==> config.mk <==
export PLATFORM = sky130hd
export DESIGN_NAME = seven_seg_scan_driver_flat
export DESIGN_NICKNAME = d
export VERILOG_FILES = /design/src/rtl/seven_seg_scan_driver_pkg.sv /design/src/rtl/seven_seg_scan_driver_if.sv /design/src/rtl/seven_seg_scan_driver_hex.sv /design/src/rtl/seven_seg_scan_driver.sv /design/src/flat_wrapper.sv
export SDC_FILE = /design/constraint.sdc
export NUM_CORES = 1
export LEC_CHECK = 0
export BUFFER_PORTS_ARGS = -buffer_cell sky130_fd_sc_hd__clkbuf_2
export CAP_MARGIN = 5
export CELL_PAD_IN_SITES_DETAIL_PLACEMENT = 1
export CELL_PAD_IN_SITES_GLOBAL_PLACEMENT = 2
export CORE_AREA = 8 8 76 145
export CTS_BUF_LIST = sky130_fd_sc_hd__clkbuf_16
export DETAILED_ROUTE_END_ITERATION = 16
export DIE_AREA = 0 0 84 153
export PLACE_DENSITY = 0.69
export SYNTH_ARGS = -nofsm -noshare
export SYNTH_HDL_FRONTEND = slang
export SYNTH_SLANG_ARGS = --single-unit
==> constraint.sdc <==
create_clock -name clk -period 1.9 [get_ports clk]
set_input_delay 0.38 -clock clk [delete_from_list [all_inputs] [get_ports clk]]
set_output_delay 0.38 -clock clk [all_outputs]
set_load 0.02 [all_outputs]
==> src/rtl/seven_seg_scan_driver_pkg.sv <==
// Shared segment constants for the 7-segment scan driver: active-high hex table and dark pattern.
// Pure constants and one combinational helper, so there is no latency and no backpressure.
package seven_seg_pkg;

  localparam logic [6:0] SEG_OFF = 7'h7F;

  // Bit 0 is segment a and bit 6 is segment g; 1 means the segment is lit.
  localparam logic [6:0] HEX2SEG [16] = '{
    7'h3F, 7'h06, 7'h5B, 7'h4F, 7'h66, 7'h6D, 7'h7D, 7'h07,
    7'h7F, 7'h6F, 7'h77, 7'h7C, 7'h39, 7'h5E, 7'h79, 7'h71
  };

  function automatic logic [6:0] seg_n_of(input logic [3:0] nibble);
    return ~HEX2SEG[nibble];
  endfunction

endpackage

==> src/rtl/seven_seg_scan_driver_if.sv <==
// Control and pin bundle between the status logic and the display driver; blink_mask exists only under SEVEN_SEG_BLINK_EN.
// Wires only, so there is no latency; the display side never pushes back, so there is no backpressure.
interface seven_seg_scan_driver_if #(
  parameter int NUM_DIGITS = 4
);
  logic                      enable;
  logic                      load;
  logic [4*NUM_DIGITS-1:0]   digits_in;
  logic [NUM_DIGITS-1:0]     blank_mask;
`ifdef SEVEN_SEG_BLINK_EN
  logic [NUM_DIGITS-1:0]     blink_mask;
`endif
  logic [6:0]                seg_n;
  logic [NUM_DIGITS-1:0]     an_n;
  logic                      frame_tick;

`ifdef SEVEN_SEG_BLINK_EN
  modport master (output enable, load, digits_in, blank_mask, blink_mask,
                  input  seg_n, an_n, frame_tick);
  modport slave  (input  enable, load, digits_in, blank_mask, blink_mask,
                  output seg_n, an_n, frame_tick);
`else
  modport master (output enable, load, digits_in, blank_mask,
                  input  seg_n, an_n, frame_tick);
  modport slave  (input  enable, load, digits_in, blank_mask,
                  output seg_n, an_n, frame_tick);
`endif
endinterface

==> src/rtl/seven_seg_scan_driver_hex.sv <==
// Hex nibble to active-low segment decoder.
// Purely combinational, so there is no latency and no backpressure.
module hex_to_seg7
  import seven_seg_pkg::*;
(
  input  logic [3:0] nib_i,
  output logic [6:0] seg_n_o
);

  assign seg_n_o = seg_n_of(nib_i);

endmodule

==> src/rtl/seven_seg_scan_driver.sv <==
// Multiplexed common-anode display scanner with blanking gaps and frame-aligned digit updates; SEVEN_SEG_BLINK_EN adds blink.
// Outputs are registered one cycle behind the scan state; there is no backpressure, and load is always accepted.
module seven_seg_scan_driver
  import seven_seg_pkg::*;
#(
  parameter int NUM_DIGITS   = 4,
  parameter int SCAN_DIV     = 50000,
  parameter int BLANK_CYCLES = 2
`ifdef SEVEN_SEG_BLINK_EN
  ,
  parameter int BLINK_FRAMES = 64
`endif
) (
  input logic                    clk,
  input logic                    rst_n,
  seven_seg_scan_driver_if.slave bus
);

  localparam int DIV_W = $clog2(SCAN_DIV);
  localparam int IDX_W = (NUM_DIGITS > 1) ? $clog2(NUM_DIGITS) : 1;
  localparam logic [DIV_W-1:0] DIV_LAST  = DIV_W'(SCAN_DIV - 1);
  localparam logic [DIV_W-1:0] BLANK_END = DIV_W'(BLANK_CYCLES);
  localparam logic [IDX_W-1:0] IDX_LAST  = IDX_W'(NUM_DIGITS - 1);

  logic [DIV_W-1:0]        div_cnt_q, div_cnt_d;
  logic [IDX_W-1:0]        idx_q, idx_d;
  logic [4*NUM_DIGITS-1:0] pending_q, pending_d;
  logic [4*NUM_DIGITS-1:0] shadow_q, shadow_d;
  logic                    pend_vld_q, pend_vld_d;
  logic [6:0]              seg_n_q, seg_n_d;
  logic [NUM_DIGITS-1:0]   an_n_q, an_n_d;
  logic                    frame_tick_q;
  logic                    slot_end, frame_end, dark;
  logic [3:0]              nibble;
  logic [6:0]              digit_seg_n;

  assign slot_end  = bus.enable && (div_cnt_q == DIV_LAST);
  assign frame_end = slot_end && (idx_q == IDX_LAST);

  always_comb begin
    div_cnt_d = div_cnt_q;
    idx_d     = idx_q;
    if (bus.enable) begin
      div_cnt_d = slot_end ? '0 : div_cnt_q + 1'b1;
      if (slot_end) idx_d = (idx_q == IDX_LAST) ? '0 : idx_q + 1'b1;
    end
  end

  // A load landing on the boundary cycle must win over the older pending value.
  always_comb begin
    pending_d  = pending_q;
    pend_vld_d = pend_vld_q;
    shadow_d   = shadow_q;
    if (bus.load) begin
      pending_d  = bus.digits_in;
      pend_vld_d = 1'b1;
    end
    if (frame_end) begin
      if (bus.load)       shadow_d = bus.digits_in;
      else if (pend_vld_q) shadow_d = pending_q;
      pend_vld_d = 1'b0;
    end
  end

`ifdef SEVEN_SEG_BLINK_EN
  localparam int BF_W = (BLINK_FRAMES > 1) ? $clog2(BLINK_FRAMES) : 1;
  logic [BF_W-1:0] blink_cnt_q, blink_cnt_d;
  logic            blink_phase_q, blink_phase_d;

  always_comb begin
    blink_cnt_d   = blink_cnt_q;
    blink_phase_d = blink_phase_q;
    if (frame_end) begin
      if (blink_cnt_q == BF_W'(BLINK_FRAMES - 1)) begin
        blink_cnt_d   = '0;
        blink_phase_d = ~blink_phase_q;
      end else begin
        blink_cnt_d = blink_cnt_q + 1'b1;
      end
    end
  end

  assign dark = bus.blank_mask[idx_q] | (blink_phase_q & bus.blink_mask[idx_q]);
`else
  assign dark = bus.blank_mask[idx_q];
`endif

  assign nibble = shadow_q[{idx_q, 2'b00} +: 4];

  hex_to_seg7 u_hex (
    .nib_i   (nibble),
    .seg_n_o (digit_seg_n)
  );

  always_comb begin
    an_n_d  = '1;
    seg_n_d = SEG_OFF;
    if (bus.enable && (div_cnt_q >= BLANK_END)) begin
      an_n_d[idx_q] = 1'b0;
      seg_n_d       = dark ? SEG_OFF : digit_seg_n;
    end
  end

  always_ff @(posedge clk or negedge rst_n) begin
    if (!rst_n) begin
      div_cnt_q     <= '0;
      idx_q         <= '0;
      pending_q     <= '0;
      shadow_q      <= '0;
      pend_vld_q    <= 1'b0;
      seg_n_q       <= SEG_OFF;
      an_n_q        <= '1;
      frame_tick_q  <= 1'b0;
`ifdef SEVEN_SEG_BLINK_EN
      blink_cnt_q   <= '0;
      blink_phase_q <= 1'b0;
`endif
    end else begin
      div_cnt_q     <= div_cnt_d;
      idx_q         <= idx_d;
      pending_q     <= pending_d;
      shadow_q      <= shadow_d;
      pend_vld_q    <= pend_vld_d;
      seg_n_q       <= seg_n_d;
      an_n_q        <= an_n_d;
      frame_tick_q  <= frame_end;
`ifdef SEVEN_SEG_BLINK_EN
      blink_cnt_q   <= blink_cnt_d;
      blink_phase_q <= blink_phase_d;
`endif
    end
  end

  assign bus.seg_n      = seg_n_q;
  assign bus.an_n       = an_n_q;
  assign bus.frame_tick = frame_tick_q;

endmodule

==> src/flat_wrapper.sv <==
// flat-port wrapper written by rule: the top's interface ports become plain ports
module seven_seg_scan_driver_flat import seven_seg_pkg::*;
#(
  parameter int NUM_DIGITS   = 4,
  parameter int SCAN_DIV     = 50000,
  parameter int BLANK_CYCLES = 2

)
  (clk, rst_n, bus_enable, bus_load, bus_digits_in, bus_blank_mask, bus_seg_n, bus_an_n, bus_frame_tick);
  seven_seg_scan_driver_if #(.NUM_DIGITS(NUM_DIGITS)) bus_i ();
  input logic clk;
  input logic rst_n;
  input wire logic [$bits(bus_i.enable)-1:0] bus_enable;
  input wire logic [$bits(bus_i.load)-1:0] bus_load;
  input wire logic [$bits(bus_i.digits_in)-1:0] bus_digits_in;
  input wire logic [$bits(bus_i.blank_mask)-1:0] bus_blank_mask;
  output wire logic [$bits(bus_i.seg_n)-1:0] bus_seg_n;
  output wire logic [$bits(bus_i.an_n)-1:0] bus_an_n;
  output wire logic [$bits(bus_i.frame_tick)-1:0] bus_frame_tick;
  assign bus_i.enable = bus_enable;
  assign bus_i.load = bus_load;
  assign bus_i.digits_in = bus_digits_in;
  assign bus_i.blank_mask = bus_blank_mask;
  assign bus_seg_n = bus_i.seg_n;
  assign bus_an_n = bus_i.an_n;
  assign bus_frame_tick = bus_i.frame_tick;
  seven_seg_scan_driver #(.NUM_DIGITS(NUM_DIGITS), .SCAN_DIV(SCAN_DIV), .BLANK_CYCLES(BLANK_CYCLES)) u_core (.clk(clk), .rst_n(rst_n), .bus(bus_i));
endmodule
# After elaboration in Yosys (flattened, before gate mapping)
# Memories as Yosys holds them, arrays and structs flattened.
# Cells that the tools add are included.
# W data, S select, Z words.
[totals]
register_bits = 63
latchBits = 0
ram_bits = 0
romBits = 112
memories = 1
[mem_list]
columns = ["name", "words", "word_bits", "read_ports", "rd_ports_with_merged_regs", "write_ports", "line_no", "rtl"]
rows = [
  ["(no name shown)", 16, 7, 1, 0, 0, "seven_seg_scan_driver_pkg.sv:14", "return ~HEX2SEG[nibble];"],
]
[classes]
addsub = 2
multipliers = 0
div = 0
order_cmp = 4
eq_ne = 2
shift = 1
n_mux = 15
bitwise = 3
reduce_logical = 8
[ops]
columns = ["cell", "count"]
rows = [
  ["$mux W16", 3],
  ["$mux W7", 4],
  ["$add A16 B1 Y16 const B", 1],
  ["$eq A16 B16 Y1 const B", 1],
  ["$ge A16 B2 Y1 const B", 1],
  ["$shiftx A16 B5 Y4", 1],
  ["$not A7 Y7", 1],
  ["$ge A5 B5 Y1 const B", 1],
  ["$not A4 Y5", 1],
  ["$logic_and A1 B1 Y1", 4],
  ["$mux W1", 4],
  ["$mux W4", 1],
  ["$not A4 Y4", 1],
  ["$reduce_and A2 Y1", 2],
  ["$reduce_bool A2 Y1", 2],
  ["$lt A2 B3 Y1 const B", 1],
  ["$add A2 B1 Y2 const B", 1],
  ["$bmux W1 S2", 1],
  ["$demux W1 S2", 1],
  ["$eq A2 B2 Y1 const B", 1],
  ["$ge A2 B1 Y1 const B", 1],
  ["$mux W2", 1],
]

# Longest topological paths before layout
# Gate-level depths: netlist (run 1).
[logic_depth]
ltp_word = 8
ltp_mapped = 8
mapped_depth_nobuf = 7

# Cells and area by module
# From an unflattened synthesis (run 1), not the netlist that was laid out.
[unflattened]
hier_cells = 230
area_unflattened_um2 = 2972.9
[modules_own_cells]
columns = ["mod", "instances", "cells_each", "area_per_inst_um2", "seq_area_each_um2"]
rows = [
  ["seven_seg_scan_driver", 1, 199, 2720.1, 1590.3],
  ["hex_to_seg7", 1, 31, 252.7, 0.0],
]

# Least setup slack after synthesis (run 1)
# Ideal clock, no wire load.
[synth_timing]
kind = "reg2reg"
from = "register u_core.idx_q[0]"
to = "register u_core.seg_n_q[0], in the netlist u_core.bus.seg_n[0]"
setup_time_ps = 105
arrival_time_ps = 1906
path_slack_ps = -111
stages_incl_launch_ff = 9
n_path_buf = 1
period_less_slack_ps = 2011
path_cell_list = "dfrtp_1 -> buf_2 -> mux4_2 -> inv_1 -> ha_1 -> nor2_1 -> nand3_1 -> o31ai_1 -> o41ai_1"
[synth_between]
elab_chain_cells = 8
[synth_rtl]
columns = ["item", "line_no", "rtl"]
rows = [
  ["from (decl)", "seven_seg_scan_driver.sv:26", "logic [IDX_W-1:0] idx_q, idx_d;"],
  ["from (signal assigned)", "seven_seg_scan_driver.sv:120", "idx_q <= idx_d;"],
  ["$shiftx A16 B5 Y4", "seven_seg_scan_driver.sv:88", "assign nibble = shadow_q[{idx_q, 2'b00} +: 4];"],
  ["$not A4 Y5 (not written as such)", "seven_seg_scan_driver_pkg.sv:14", ""],
  ["$mem_v2 Z16 W7", "n/a", ""],
  ["$mux W7 (not written as such) (2 in a row)", "seven_seg_scan_driver_pkg.sv:14", ""],
  ["$not A7 Y7", "seven_seg_scan_driver_pkg.sv:14", ""],
  ["$mux W7 (*)", "seven_seg_scan_driver.sv:100", "seg_n_d = dark ? SEG_OFF : digit_seg_n;"],
  ["$mux W7 (*)", "seven_seg_scan_driver.sv:98", "if (bus.enable && (div_cnt_q >= BLANK_END)) begin"],
  ["named net u_core.seg_n_d[0]", "seven_seg_scan_driver.sv:30", "logic [6:0] seg_n_q, seg_n_d;"],
  ["to (signal assigned)", "seven_seg_scan_driver.sv:124", "seg_n_q <= seg_n_d;"],
  ["to (decl)", "seven_seg_scan_driver.sv:30", ""],
]
# Mark *: on every way through the listed nets, which the timed path passes. The rest lies on a longest branch. The select of a mux whose other input is x is not followed.
# A chain may end at the register's enable or synchronous reset.

# Worst setup path in the final report (run 1)
[layout_timing]
from = "register u_core.div_cnt_q[12]"
to = "register u_core.shadow_q[0]"
[layout_between]
elab_chain_cells = 4
[layout_rtl]
columns = ["item", "line_no", "rtl"]
rows = [
  ["from (decl)", "seven_seg_scan_driver.sv:25", "logic [DIV_W-1:0] div_cnt_q, div_cnt_d;"],
  ["from (signal assigned)", "seven_seg_scan_driver.sv:119", "div_cnt_q <= div_cnt_d;"],
  ["$eq A16 B16 Y1", "seven_seg_scan_driver.sv:37", "assign slot_end = bus.enable && (div_cnt_q == DIV_LAST);"],
  ["$logic_and A1 B1 Y1", "seven_seg_scan_driver.sv:37", ""],
  ["$logic_and A1 B1 Y1", "seven_seg_scan_driver.sv:38", "assign frame_end = slot_end && (idx_q == IDX_LAST);"],
  ["$reduce_and A2 Y1 (no line)", "n/a", ""],
  ["to (signal assigned)", "seven_seg_scan_driver.sv:122", "shadow_q <= shadow_d;"],
  ["to (decl)", "seven_seg_scan_driver.sv:28", "logic [4*NUM_DIGITS-1:0] shadow_q, shadow_d;"],
]
# No other way between the ends.

==> impl_metrics.env, run 1 <==
export IMPL_rsz0062_at_grt="yes"
export IMPL_peakVddDrop_uv=473
export IMPL_numClockSinks=63
export IMPL_synth_top_cell_area_share_pct=41.8
export IMPL_status="complete, but fails checks"
export IMPL_drc=0
export IMPL_avgSynthCellArea_um2=13.0
export IMPL_num_vias=2171
export IMPL_final_layout_size_suffix_gt1_share_pct=49.8
export IMPL_drt_pass1_iter_count=4
export IMPL_areaGrowthSynthToFinish_pct=31.1
export IMPL_hold_path_class="input pin to async pin"
export IMPL_setup_violations=2
export IMPL_grt_total_usage_pct=12.9
export IMPL_io_buffer_count=35
export IMPL_ios=36
export IMPL_start_kind="register"
export IMPL_dieArea_um2=12900
export IMPL_worst_pin_slew_ns=0.421
export IMPL_p_seq_share_pct=43.7
export IMPL_final_common_cell="dfrtp_1"
export IMPL_slew_headroom_pct=71.9
export IMPL_yosysSeqAreaShare_pct=51.1
export IMPL_clk_pin_slew_ns=0.06
export IMPL_die_h_um=153
export IMPL_grt_pass1_wl_mm=13.1
export IMPL_clockBufferDepth=2
export IMPL_slew_viol_final=0
export IMPL_clock_power_share_pct=44.6
export IMPL_dp_slack_ns=-0.104
export IMPL_fin_worst_skew_ns=0.00839
export IMPL_fin_util_pct=44.4
export IMPL_cts_tree="yes"
export IMPL_fp_dieW_um=84
export IMPL_viasPerCell=5.08
export IMPL_intPower_w=0.00266
export IMPL_wl_mm=7.52
export IMPL_synth_cell_types=48
export IMPL_grt_overflow_total=0
export IMPL_grt_max_degree=34
export IMPL_swShare_pct=26.0
export IMPL_crit_required_ns=2.12
export IMPL_switchingPower_w=0.000934
export IMPL_antenna_cells=0
export IMPL_power_leakage_nw=1.82
export IMPL_grt_pass1_vias=2501
export IMPL_gp_congestion=0.814
export IMPL_wl_per_cell_um=17.6
export IMPL_post_route_period_util_pct=100
export IMPL_hold_viol=0
export IMPL_synth_edf_count=0
export IMPL_layout_common_cells="dfrtp_1, clkbuf_2, buf_4, mux2_2, nand2_1"
export IMPL_period_needed_ns=1.90
export IMPL_antenna_found_initial=0
export IMPL_path_class="register to register"
export IMPL_ant_nets=0
export IMPL_power_density_nw_per_um2=882
export IMPL_start_util_pct=33.8
export IMPL_ys_warn_count=0
export IMPL_clock_latency_ns=0.33
export IMPL_drt_iter0_drc=73
export IMPL_arrival_ns=2.12
export IMPL_synth_seq_cells=63
export IMPL_core_um2=9200
export IMPL_yosys_top_cells_area="dfrtp_1, mux2_2, dfstp_2"
export IMPL_synth_top_area_cell="dfrtp_1"
export IMPL_combPwrFrac_pct=11.6
export IMPL_worst_path_max_fanout=8
export IMPL_layout_nets=354
export IMPL_cts_buffers=9
export IMPL_syn_inst=240
export IMPL_endpoint_kind="register"
export IMPL_cts_htree_levels=3
export IMPL_ys_async_sr_fraction_pct=100
export IMPL_root_buffer="clkbuf_16"
export IMPL_placementRows=50
export IMPL_n_fill_cell=966
export IMPL_max_freq_mhz=526
export IMPL_maxCapViolations=0
export IMPL_failed_checks="negative setup slack"
export IMPL_syn_area_um2=3110
export IMPL_ctsHoldBuffers=0
export IMPL_timing_final_ws_setup_ns=-0.00133
export IMPL_syn_nets=276
export IMPL_yosys_most_used_dff="dfrtp_1"
export IMPL_hpwlAfterDp_mm=5.50
-- registers in the layout, summed over array words and instances, names as in the netlist --
signal	count
u_core.pend_vld_q	1
u_core.shadow_q	16
u_core.idx_q	2
u_core.pending_q	16
u_core.bus.an_n	4
u_core.div_cnt_q	16
u_core.bus.frame_tick	1
u_core.bus.seg_n	7
-- per-layer routing --
| metal | wire length, um | part of all wire (%) | track usage, % | vias to the layer above |
|---|---|---|---|---|
| li1 | - | - | - | 1021 |
| met1 | 3350 | 45 | 15.5 | 1094 |
| met2 | 3710 | 49 | 20.1 | 44 |
| met3 | 320 | 4.3 | 4.15 | 12 |
| met4 | 145 | 1.9 | 6.30 | 0 |
| met5 | 0 | 0 | 0 | - |
-- cells by family after synthesis --
logic type	Yosys count	share of synthesized area, %
muxes	49	20.5
adders and majority gates	12	4.83
AOI/OAI and AO/OA	24	5.35
xor gates and xnor gates	14	3.94
and+or+nand+nor	60	11.5
buffers and inverters	18	2.69
DFF	63	51.1
-- power by group through the flow --
stage                     clock network [W]  logic (W)  registers, W
final                               0.00161   0.000419       0.00157
after detailed placement                  0   0.000424       0.00160
after floorplan                           0   0.000253       0.00157
after global routing                0.00171   0.000470       0.00159
after global placement                    0   0.000410       0.00158
after CTS                           0.00165   0.000428       0.00157
-- cells in the mapped netlist, types with 2 or more instances --
library cell	instances
inv_1	8
nor2_1	10
mux4_2	5
dfrtp_1	52
nand2b_1	2
nand2_1	14
nor4_1	5
o211ai_1	4
o21a_1	2
buf_2	3
o21ai_0	4
and3_1	3
ha_1	12
nand4_1	3
o221ai_1	2
clkbuf_1	2
a21oi_1	3
nor3_1	2
xnor2_1	6
mux2i_1	6
dfstp_2	11
and4_1	2
o21bai_1	2
o31ai_1	2
mux2_2	28
xor2_1	8
mux2_4	10
nand3_1	9
-- final timing paths --
kind / from / end / slack, ns / cells past startpoint
setup reg to reg: u_core.div_cnt_q[12] / u_core.shadow_q[0] / -0.001 / 6
hold reg to reg: u_core.pending_q[14] / u_core.pending_q[14] / 0.50 / 1
setup / recovery: u_core.div_cnt_q[12] / u_core.shadow_q[0] / -0.001 / 6
max in group asynchronous: rst_n / u_core.idx_q[0] / 1.49 / 2
hold / removal: rst_n / u_core.pend_vld_q / 0.08 / 2
min in group clk: bus_digits_in[1] / u_core.pending_q[1] / 0.30 / 2
-- what timing repair did --
action	in CTS	in global routing
gates cloned	1	0
buffers inserted	4	4
pin swaps	2	7
gates resized for setup	12	9
endpoints found under the setup margin	22	23
endpoints found under the hold margin	0	0
-- per-stage QoR --
step           hold WS (ns)  total power, W  instance area [um2]  instances  setup TNS (ns)
6_report             0.0832         0.00360                 4080        427        -0.00214
5_1_grt               0.108         0.00377                 4080        427           -1.80
4_1_cts              0.0916         0.00365                 4030        423         -0.0693
3_5_place_dp          0.455         0.00202                 3640        402          -0.652
3_3_place_gp          0.456         0.00199                 3640        402         -0.0838
2_1_floorplan        0.0844         0.00182                 3120        240          -0.938
-- layout make-up --
cell class / count / area, um2 / area share, %
well taps: 104 / 130 / 3.19
inverters: 9 / 36.3 / 0.890
flip-flops and latches: 63 / 1590 / 39.0
multi-input cells: 159 / 1490 / 36.5
repair buffers: 76 / 539 / 13.2
clock buffers: 9 / 225 / 5.52
clock inverters: 7 / 67.6 / 1.66
-- critical path, stage by stage (launching register included) --
cell	delay (ns)
dfrtp_1	0.41
nor4_4	0.36
nand4_4	0.15
nor4b_4	0.24
buf_6	0.16
buf_12	0.13
mux2_2	0.33
Power figures use the tool's default switching activity.
==> inputs of run 2 (changes only) <==
--- a/config.mk
+++ b/config.mk
@@ -9,11 +9,12 @@
 export CAP_MARGIN = 5
 export CELL_PAD_IN_SITES_DETAIL_PLACEMENT = 1
 export CELL_PAD_IN_SITES_GLOBAL_PLACEMENT = 2
-export CORE_AREA = 8 8 76 145
+export CORE_AREA = 2 2 70 139
 export CTS_BUF_LIST = sky130_fd_sc_hd__clkbuf_16
 export DETAILED_ROUTE_END_ITERATION = 16
-export DIE_AREA = 0 0 84 153
+export DIE_AREA = 0 0 72 141
 export PLACE_DENSITY = 0.69
+export SETUP_SLACK_MARGIN = 0.5
 export SYNTH_ARGS = -nofsm -noshare
 export SYNTH_HDL_FRONTEND = slang
 export SYNTH_SLANG_ARGS = --single-unit
==> run 2 against run 1 <==
Against the previous run: the flow still finishes with violations (negative setup slack); core utilization increased by 3.8 points; total power increased by 3.7%; wire length increased by 1.1%; cell area increased by 8.6%; maximum frequency decreased by 0.94%; sequential cell count unchanged; clock skew increased by 0.0030 ns; clock power increased by 2%; global-route usage increased by 3.0 points; combinational power increased by 19%; critical endpoint is now u_core.shadow_q[7]; largest power group unchanged.
==> impl_metrics.env, run 2 (synthesis gave the netlist of run 1 again) <==
export IMPL_reg_largest_list="u_core.div_cnt_q (16), u_core.pending_q (16), u_core.shadow_q (16)"
export IMPL_setup_violations=11
export IMPL_max_freq_mhz=521
export IMPL_drt_iter0_drc=89
export IMPL_num_vias=2183
export IMPL_intPower_w=0.00274
export IMPL_slew_viol_final=0
export IMPL_final_common_cell="dfrtp_1"
export IMPL_combPwrFrac_pct=13.3
export IMPL_grt_overflow_total=0
export IMPL_rsz0062_at_grt="yes"
export IMPL_drt_pass1_iter_count=4
export IMPL_power_density_nw_per_um2=842
export IMPL_maxCapViolations=0
export IMPL_clock_latency_ns=0.33
export IMPL_core_um2=9200
export IMPL_start_kind="register"
export IMPL_grt_pass1_wl_mm=12.3
export IMPL_n_fill_cell=949
export IMPL_cts_tree="yes"
export IMPL_wl_per_cell_um=17.5
export IMPL_ant_nets=0
export IMPL_critPathSlowestCell="dfrtp_1"
export IMPL_dieArea_um2=10200
export IMPL_status="complete, but fails checks"
export IMPL_fin_setup_tns_ns=-0.131
export IMPL_peakVddDrop_uv=578
export IMPL_root_buffer="clkbuf_16"
export IMPL_antenna_found_initial=0
export IMPL_worst_path_max_fanout=8
export IMPL_wl_mm=7.61
export IMPL_clk_pin_slew_ns=0.06
export IMPL_antenna_cells=0
export IMPL_crit_required_ns=2.12
export IMPL_p_seq_share_pct=42.4
export IMPL_hold_path_class="input pin to async pin"
export IMPL_layout_nets=362
export IMPL_numClockSinks=63
export IMPL_gp_congestion=0.845
export IMPL_drc=0
export IMPL_io_buffer_count=35
export IMPL_path_class="register to register"
export IMPL_hpwlAfterDp_mm=5.19
export IMPL_clockBufferDepth=2
export IMPL_grt_total_usage_pct=15.9
export IMPL_period_needed_ns=1.92
export IMPL_fin_worst_skew_ns=0.0114
export IMPL_p_total_w=0.00373
export IMPL_hold_viol=0
export IMPL_failed_checks="negative setup slack"
export IMPL_power_leakage_nw=1.92
export IMPL_grt_pass1_vias=2370
export IMPL_die_h_um=141
export IMPL_start_util_pct=33.8
export IMPL_switchingPower_w=0.000994
export IMPL_clock_power_share_pct=44.3
export IMPL_final_layout_size_suffix_gt1_share_pct=59.2
export IMPL_fp_dieW_um=72
export IMPL_timing_final_ws_setup_ns=-0.0194
export IMPL_worst_pin_slew_ns=0.343
export IMPL_cts_buffers=9
export IMPL_slew_headroom_pct=77.1
export IMPL_endpoint_kind="register"
export IMPL_arrival_ns=2.14
export IMPL_cpPeakStageDelay_ns=0.40
export IMPL_viasPerCell=5.02
export IMPL_layout_common_cells="dfrtp_1, buf_4, clkbuf_2, mux2_4, mux2_2"
export IMPL_path_cells="nor4_4, nand4_4, nor4b_4, buf_4, clkbuf_16, mux2_4"
export IMPL_placementRows=50
export IMPL_swShare_pct=26.6
export IMPL_ios=36
export IMPL_cts_htree_levels=3
export IMPL_areaGrowthSynthToFinish_pct=42.4
export IMPL_post_route_period_util_pct=101
export IMPL_grt_max_degree=64
export IMPL_ctsHoldBuffers=0
==> run 2: changes by cell type in the layout (fill, tap and decap cells not counted), sizes merged <==
cell      change
clkinvlp      -1
buf          +15
clkbuf        -7
inv           +1
==> run 2: layout make-up <==
| type | instances | area, um2 | area share (%) |
|---|---|---|---|
| repair buffers | 84 | 669 | 15.1 |
| clock buffers | 9 | 225 | 5.08 |
| multi-input cells | 159 | 1690 | 38.2 |
| inverters | 9 | 40.0 | 0.904 |
| flip-flops and latches | 63 | 1590 | 36.0 |
| well taps | 104 | 130 | 2.94 |
| clock inverters | 7 | 78.8 | 1.78 |
==> run 2: per-stage QoR <==
stage | worst slack (ns) | hold slack [ns] | util, % | cell area, um2 | instances
floorplan | -0.0860 | 0.0844 | - | 3210 | 240
global placement | -0.0177 | 0.421 | 40.0 | 3680 | 398
detailed placement | -0.0567 | 0.426 | 40.0 | 3680 | 398
CTS | -0.0378 | 0.0687 | 45.9 | 4230 | 423
global route | -0.0861 | 0.0851 | 48.2 | 4430 | 435
finish | -0.0194 | 0.0540 | 48.2 | 4430 | 435
==> run 2: what timing repair did <==
item	4_1_cts	5_1_grt
pin swaps	16	15
gates resized for setup	42	34
endpoints found under the hold margin	0	0
cloned	0	1
setup buffers	9	11
setup endpoints to repair	46	51
==> run 2: path summary, 6_finish.rpt <==
| check | startpoint | slack, ns | to | cells after the start |
|---|---|---|---|---|
| min in group clk | bus_digits_in[5] | 0.30 | u_core.pending_q[5] | 2 |
| hold / removal | rst_n | 0.05 | u_core.shadow_q[8] | 2 |
| setup reg to reg | u_core.div_cnt_q[10] | -0.02 | u_core.shadow_q[7] | 6 |
| max in group asynchronous | rst_n | 1.51 | u_core.bus.seg_n[1] | 2 |
| hold reg to reg | u_core.div_cnt_q[15] | 0.50 | u_core.div_cnt_q[15] | 1 |
| setup / recovery | u_core.div_cnt_q[10] | -0.02 | u_core.shadow_q[7] | 6 |
==> run 2: power by group through the flow <==
stage	sequential, W	combinational (W)	clock, W
final	0.00158	0.000497	0.00165
after global routing	0.00160	0.000554	0.00175
after CTS	0.00158	0.000476	0.00169
after detailed placement	0.00159	0.000417	0
after global placement	0.00159	0.000406	0
after floorplan	0.00157	0.000256	0
==> run 2: critical path, delay by kind of cell, from the launching register on <==
kind                   cells  cell delay (ns)
buffers and inverters      2             0.35
AND/OR/NAND/NOR            3             0.76
multiplexers               1             0.30
flip-flops                 1             0.40
==> run 2: metal layers <==
metal	GRT usage [%]	share of wire, %	up-vias
li1	-	-	1034
met1	20.3	43	1101
met2	25.6	52	37
met3	3.65	3.4	11
met4	6.45	1.5	0
met5	0	0	-
